## src/rtl/ifq_pkg.sv

```systemverilog
// ifq_pkg: types and constants shared by the instruction fetch queue.
//   ifq_entry_t  - one queue slot: PC, fetched instruction word, slot state
//   ent_state_e  - FREE / ALLOC (PC stored, awaiting data) / FILLED
//   IFQ_NOP      - instruction presented to decode when nothing is valid
//   IFQ_DEPTH_DEFAULT - default number of queue slots
// The PC field is sized for the widest supported address (IFQ_PC_MAX_W);
// narrower configurations use the low Width bits only.
package ifq_pkg;

    localparam int unsigned IFQ_DEPTH_DEFAULT = 2;
    localparam int unsigned IFQ_PC_MAX_W      = 64;
    localparam logic [31:0] IFQ_NOP           = 32'h0000_0013;

    typedef enum logic [1:0] {
        ENT_FREE   = 2'd0,
        ENT_ALLOC  = 2'd1,
        ENT_FILLED = 2'd2
    } ent_state_e;

    typedef struct packed {
        logic [IFQ_PC_MAX_W-1:0] pc;
        logic [31:0]             instr;
        ent_state_e              state;
    } ifq_entry_t;

endpackage

```

## src/rtl/ifq_fifo.sv

```systemverilog
// ifq_fifo: slot storage and head/fill/tail pointers for the fetch queue.
//   clk, reset        - clock, asynchronous active-low reset
//   alloc_i/alloc_pc_i - claim the tail slot and record its PC
//   fill_i/fill_data_i - write the instruction into the oldest ALLOC slot
//   pop_i             - release the head slot
//   flush_i           - free every slot and rewind all pointers (wins)
//   count_o           - occupied slots (ALLOC + FILLED)
//   pend_o            - ALLOC slots still waiting for their instruction
//   head_*_o          - head slot contents
// Callers guarantee alloc only with a free tail, fill only with pend_o != 0
// and pop only when the head is FILLED, so the three never touch the same slot.
module ifq_fifo
    import ifq_pkg::*;
#(
    parameter int unsigned Width = 32,
    parameter int unsigned DEPTH = IFQ_DEPTH_DEFAULT,
    localparam int unsigned PtrW = $clog2(DEPTH),
    localparam int unsigned CntW = $clog2(DEPTH + 1)
) (
    input  logic             clk,
    input  logic             reset,
    input  logic             alloc_i,
    input  logic [Width-1:0] alloc_pc_i,
    input  logic             fill_i,
    input  logic [31:0]      fill_data_i,
    input  logic             pop_i,
    input  logic             flush_i,
    output logic [CntW-1:0]  count_o,
    output logic [CntW-1:0]  pend_o,
    output logic             head_filled_o,
    output logic [Width-1:0] head_pc_o,
    output logic [31:0]      head_instr_o
);

    ifq_entry_t      ent_q [DEPTH];
    ifq_entry_t      ent_d [DEPTH];
    logic [PtrW-1:0] head_q, head_d;
    logic [PtrW-1:0] fill_q, fill_d;
    logic [PtrW-1:0] tail_q, tail_d;
    logic [CntW-1:0] count_q, count_d;
    logic [CntW-1:0] pend_q, pend_d;

    always_comb begin
        ent_d   = ent_q;
        head_d  = head_q;
        fill_d  = fill_q;
        tail_d  = tail_q;
        count_d = count_q;
        pend_d  = pend_q;
        if (flush_i) begin
            // Stored PCs are left in place; only slot state is discarded.
            for (int i = 0; i < int'(DEPTH); i++) begin
                ent_d[i].state = ENT_FREE;
            end
            head_d  = '0;
            fill_d  = '0;
            tail_d  = '0;
            count_d = '0;
            pend_d  = '0;
        end else begin
            if (alloc_i) begin
                ent_d[tail_q].pc             = '0;
                ent_d[tail_q].pc[Width-1:0]  = alloc_pc_i;
                ent_d[tail_q].state          = ENT_ALLOC;
                tail_d                       = tail_q + 1'b1;
            end
            if (fill_i) begin
                ent_d[fill_q].instr = fill_data_i;
                ent_d[fill_q].state = ENT_FILLED;
                fill_d              = fill_q + 1'b1;
            end
            if (pop_i) begin
                ent_d[head_q].state = ENT_FREE;
                head_d              = head_q + 1'b1;
            end
            count_d = count_q + CntW'(alloc_i) - CntW'(pop_i);
            pend_d  = pend_q + CntW'(alloc_i) - CntW'(fill_i);
        end
    end

    always_ff @(posedge clk or negedge reset) begin
        if (!reset) begin
            for (int i = 0; i < int'(DEPTH); i++) begin
                ent_q[i] <= '0;
            end
            head_q  <= '0;
            fill_q  <= '0;
            tail_q  <= '0;
            count_q <= '0;
            pend_q  <= '0;
        end else begin
            ent_q   <= ent_d;
            head_q  <= head_d;
            fill_q  <= fill_d;
            tail_q  <= tail_d;
            count_q <= count_d;
            pend_q  <= pend_d;
        end
    end

    assign count_o       = count_q;
    assign pend_o        = pend_q;
    assign head_filled_o = (ent_q[head_q].state == ENT_FILLED);
    assign head_pc_o     = ent_q[head_q].pc[Width-1:0];
    assign head_instr_o  = ent_q[head_q].instr;

endmodule

```

## src/rtl/if_fetch_queue.sv

```systemverilog
// if_fetch_queue: decouples instruction-memory fetch from decode.
//   clk, reset          - clock, asynchronous active-low reset
//   pc_i / pc_en_o      - current PC in; advance enable out (= request handshake)
//   imem_req_*          - request channel (address = pc_i)
//   imem_rsp_*          - in-order response channel, latency >= 1
//   flush_i             - redirect: drop queued and in-flight fetches
//   dec_*               - valid/ready channel toward decode
//   stall_cnt_o         - decode-starved cycle counter, only when the
//                         IFQ_STALL_CNT_EN macro is defined
// Requests are gated only on registered occupancy, so a decode pop never
// opens a slot for a request in the same cycle (no ready->valid path).
// Responses that belong to fetches killed by a flush are counted in the
// discard counter and dropped as they return.
module if_fetch_queue
    import ifq_pkg::*;
#(
    parameter int unsigned Width = 32,
    parameter int unsigned DEPTH = IFQ_DEPTH_DEFAULT
) (
    input  logic             clk,
    input  logic             reset,
    input  logic [Width-1:0] pc_i,
    output logic             pc_en_o,
    output logic             imem_req_valid_o,
    input  logic             imem_req_ready_i,
    output logic [Width-1:0] imem_req_addr_o,
    input  logic             imem_rsp_valid_i,
    input  logic [31:0]      imem_rsp_data_i,
    input  logic             flush_i,
    output logic             dec_valid_o,
    input  logic             dec_ready_i,
    output logic [31:0]      dec_instr_o,
    output logic [Width-1:0] dec_pc_o
`ifdef IFQ_STALL_CNT_EN
    ,
    output logic [31:0]      stall_cnt_o
`endif
);

    localparam int unsigned CntW = $clog2(DEPTH + 1);

    logic [CntW-1:0]  count;
    logic [CntW-1:0]  pend;
    logic             head_filled;
    logic [Width-1:0] head_pc;
    logic [31:0]      head_instr;
    logic             req_fire;
    logic             rsp_drop;
    logic             rsp_fill;
    logic             pop;
    logic [CntW-1:0]  disc_q, disc_d;
    logic [31:0]      disc_sum;

    // reset term keeps the request idle while the block is held in reset
    assign imem_req_valid_o = reset && !flush_i && (count < CntW'(DEPTH));
    assign imem_req_addr_o  = pc_i;
    assign req_fire         = imem_req_valid_o && imem_req_ready_i;
    assign pc_en_o          = req_fire;

    assign rsp_drop = imem_rsp_valid_i && (disc_q != '0);
    assign rsp_fill = imem_rsp_valid_i && (disc_q == '0) && (pend != '0);

    assign dec_valid_o = head_filled;
    assign dec_instr_o = head_filled ? head_instr : IFQ_NOP;
    assign dec_pc_o    = head_pc;
    assign pop         = head_filled && dec_ready_i;

    ifq_fifo #(
        .Width (Width),
        .DEPTH (DEPTH)
    ) u_fifo (
        .clk           (clk),
        .reset         (reset),
        .alloc_i       (req_fire),
        .alloc_pc_i    (pc_i),
        .fill_i        (rsp_fill),
        .fill_data_i   (imem_rsp_data_i),
        .pop_i         (pop),
        .flush_i       (flush_i),
        .count_o       (count),
        .pend_o        (pend),
        .head_filled_o (head_filled),
        .head_pc_o     (head_pc),
        .head_instr_o  (head_instr)
    );

    // On flush every unfilled slot still has a response coming back. A
    // response landing in the flush cycle itself has already been consumed
    // (dropped or matched to a dying slot), and any drain still in progress
    // carries over. Saturate at DEPTH so the counter width always holds.
    always_comb begin
        disc_d   = disc_q;
        disc_sum = 32'(disc_q) + 32'(pend) - 32'(rsp_drop) - 32'(rsp_fill);
        if (flush_i) begin
            disc_d = (disc_sum > DEPTH) ? CntW'(DEPTH) : CntW'(disc_sum);
        end else if (rsp_drop) begin
            disc_d = disc_q - 1'b1;
        end
    end

    always_ff @(posedge clk or negedge reset) begin
        if (!reset) begin
            disc_q <= '0;
        end else begin
            disc_q <= disc_d;
        end
    end

`ifdef IFQ_STALL_CNT_EN
    logic [31:0] stall_cnt_q, stall_cnt_d;

    always_comb begin
        stall_cnt_d = stall_cnt_q;
        if (dec_ready_i && !dec_valid_o && (stall_cnt_q != '1)) begin
            stall_cnt_d = stall_cnt_q + 32'd1;
        end
    end

    always_ff @(posedge clk or negedge reset) begin
        if (!reset) begin
            stall_cnt_q <= '0;
        end else begin
            stall_cnt_q <= stall_cnt_d;
        end
    end

    assign stall_cnt_o = stall_cnt_q;
`endif

endmodule
```

## config.mk

```make
export PLATFORM = sky130hd
export DESIGN_NAME = if_fetch_queue
export DESIGN_NICKNAME = d
export VERILOG_FILES = /design/src/rtl/ifq_pkg.sv /design/src/rtl/ifq_fifo.sv /design/src/rtl/if_fetch_queue.sv
export SDC_FILE = /design/constraint.sdc
export NUM_CORES = 1
export LEC_CHECK = 0
export ABC_AREA = 1
export CORE_UTILIZATION = 51
export DETAILED_ROUTE_END_ITERATION = 8
export PLACE_DENSITY = 0.78
export SLEW_MARGIN = 5
export SYNTH_ARGS = -nofsm -noshare
export SYNTH_HDL_FRONTEND = slang
export SYNTH_HIERARCHICAL = 1
export SYNTH_SLANG_ARGS = --single-unit
```

## constraint.sdc

```tcl
create_clock -name clk -period 3.55 [get_ports clk]
set_clock_uncertainty 0.15 [all_clocks]
set_input_delay 0.71 -clock clk [delete_from_list [all_inputs] [get_ports clk]]
set_output_delay 0.71 -clock clk [all_outputs]
set_load 0.01 [all_outputs]
```

==> impl_metrics.ini <==
[power]
irDropWorstVdd_v = 0.000305
seqPwrFrac_pct = 41.6
power_w = 0.00506
power.internal_w = 0.00360
sw_frac_of_total_pct = 29.0
power_density_nw_per_um2 = 546
switching_power_w = 0.00147
p_clk_share_pct = 31.3
p_comb_share_pct = 27.1
p_leak_nw = 4.87

[floorplan]
ioPinCount = 169
core_um2 = 13900
fp.dieH_um = 122
die_w_um = 122
rows = 43
start_util_pct = 52.4
die_area_um2 = 14800

[setup_path]
r2r_slack_ps = 700
path_max_fanout = 42
r2r-end = disc_q[1]$_DFFE_PN0P_
start_kind = register
worstReg2RegStart = disc_q[0]$_DFFE_PN0P_
crit_top_cell = nand2_1
r2r_cells = 16
crit_chain = inv_2 -> buf_4 -> nand2_1 -> nand2_1 -> nand2_1 -> inv_1 -> clkdlybuf4s50_1
crit_required_ps = 2690
cp_slowest_cell = dfrtp_2
crit_type = reg -> out
endpoint_kind = output port
max_stage_delay_ps = 600
worstPathArrival_ps = 2440

[final_layout]
nFillCells = 1195
area_growth_pct = 26.9
final_common_cell = nand2_1
regArea_um2 = 3530
drive_gt1_share_pct = 9.94
multi_input_area_um2 = 2710
nets = 1116
antenna_cells = 0
final_cell_mix = nand2_1 (375), clkdlybuf4s50_1 (167), dfrtp_1 (140)

[drt]
drt_iter0_drc = 430
vias = 5839
dr.pass1.iters = 6
routedWlPerCell_um = 12.5
routed_via_density = 4.76
drt_wl_total_um = 15300
met2_length_um = 7070
postRouteAntennaNets = 0
dr_wl_met3_um = 1180
drc = 0
wl_met1_um = 6830
dr.max_layer_used = met4

[timing]
fin_crit_ps = 3300
max_freq_mhz = 303
slew_headroom_pct = 33.8
hold_viol_final = 0
fin_crit_sh_pct = 93.1
whs_ps = 301
report.final.slew_viol_count = 0
rsz0062_at_grt = false
tightest_slew_ps = 993
fin_setup_tns_ps = 0
postLayoutSetupSlackWorst_ps = 246
setup_violations = 0

[clock_tree]
clkTransAtPathRegs_ps = 50
post_cts_buffers = 0
clk_latency_ps = 410
htree_num_levels = 4
postCtsHoldBufs = 0
cts_buffers = 17
cts-root-buf = clkbuf_16
cts_buffer_depth = 2
clock_sinks = 141
cts_resized = 0
cts_tree = built

[yosys]
synth_top_area_share_pct = 48.3
ys_types = 30
synth-seq-cells = 141
syn_area_per_cell_um2 = 8.01
yosys_warnings = 6
ys_seq_area_share_pct = 48.3
synth_area_um2 = 7310
synth_area_leaders = dfrtp_1 (48%), nand2_1 (19%), inv_1 (6.6%)
synth_nets = 994
synth_top_area_cell = dfrtp_1
syn_inst = 912

[placement]
dpl.hpwl_um = 9820
port_buffers = 168
gp_congestion = 0.857
dp_slack_ps = 168

[global_route]
antenna_found_initial = 0
grt_pass1_vias = 5486
grt_max_degree = 82
grt_overflow = 0
grtUsageTotal_pct = 22.2
grt_pass1_wl_um = 25500

[hold_path]
hp-class = in -> async

[flow_run]
cap_violations = 0

[status]
outcome = finished clean
[cells by family after synthesis]
kind of cell / count (synthesis) / synth area share (%)
adders and majority gates: 12 / 2.16
AOI/OAI and AO/OA: 142 / 12.4
buffers and inverters: 206 / 14.7
and+or+nand+nor: 411 / 22.5
DFF: 141 / 48.3
[per-layer routing]
metal / global-route usage [%] / vias up
met5: 0 / -
met4: 7.10 / 0
met3: 6.27 / 19
met2: 35.9 / 197
met1: 28.7 / 2625
li1: - / 2998
[synthesized netlist by cell type]
cell      count
buf_8         3
clkbuf_1      4
nand2_4       1
clkinv_2      1
inv_4         1
fa_1          1
nor2_2        2
buf_4        32
inv_2         1
nand2_1     375
nor3_1        2
buf_2        20
a21oi_1       5
ha_1         11
nor3b_1       1
buf_6        15
o21ai_0      27
o21ai_2      48
o21ai_1      58
nand3_1       5
o211a_1       1
nor2_1       11
nand3_4       3
inv_1       128
nand3b_1      1
nand3_2       1
a21oi_2       3
dfrtp_1     141
nand2_2       9
clkbuf_4      1
[power groups by stage]
stage,combinational [W],sequential (W),clock [W]
final,0.00137,0.00211,0.00158
after floorplan,0.000926,0.00209,0
after CTS,0.00139,0.00211,0.00161
after global placement,0.00134,0.00212,0
after detailed placement,0.00137,0.00213,0
after global routing,0.00157,0.00215,0.00169
[worst max-delay path by stage]
stage,from,slack (ps),end
6_report,u_fifo/head_q$_DFFE_PN0P_,250,dec_instr_o[2]
3_3_place_gp,imem_rsp_valid_i,250,disc_q[1]$_DFFE_PN0P_
5_1_grt,u_fifo/head_q$_DFFE_PN0P_,60,dec_instr_o[10]
4_1_cts,u_fifo/head_q$_DFFE_PN0P_,130,dec_instr_o[2]
2_1_floorplan,imem_rsp_valid_i,820,disc_q[1]$_DFFE_PN0P_
3_5_place_dp,imem_rsp_valid_i,170,disc_q[1]$_DFFE_PN0P_
[metrics by stage]
step | util (%) | cell area [um2] | std cells
after detailed placement | 62.7 | 8740 | 1195
final | 66.5 | 9270 | 1226
after CTS | 66.5 | 9270 | 1226
after floorplan | - | 7310 | 912
after global placement | 62.7 | 8740 | 1195
after global routing | 66.5 | 9270 | 1226
[area by class of cell]
cell class	instances	area share (%)
timing repair buffer	178	19.3
clock inverter	1	0.324
clock buffer	30	5.33
sequential	141	38.1
tap	180	2.43
multi-input combinational	565	29.2
inverter	131	5.34
[critical path, delay by kind of cell, from the launching register on]
kind | cells | cell delay (ps)
flops | 1 | 600
buf+inv | 4 | 1180
simple gates | 3 | 240
Note: power is estimated with default switching activity, not from simulation.
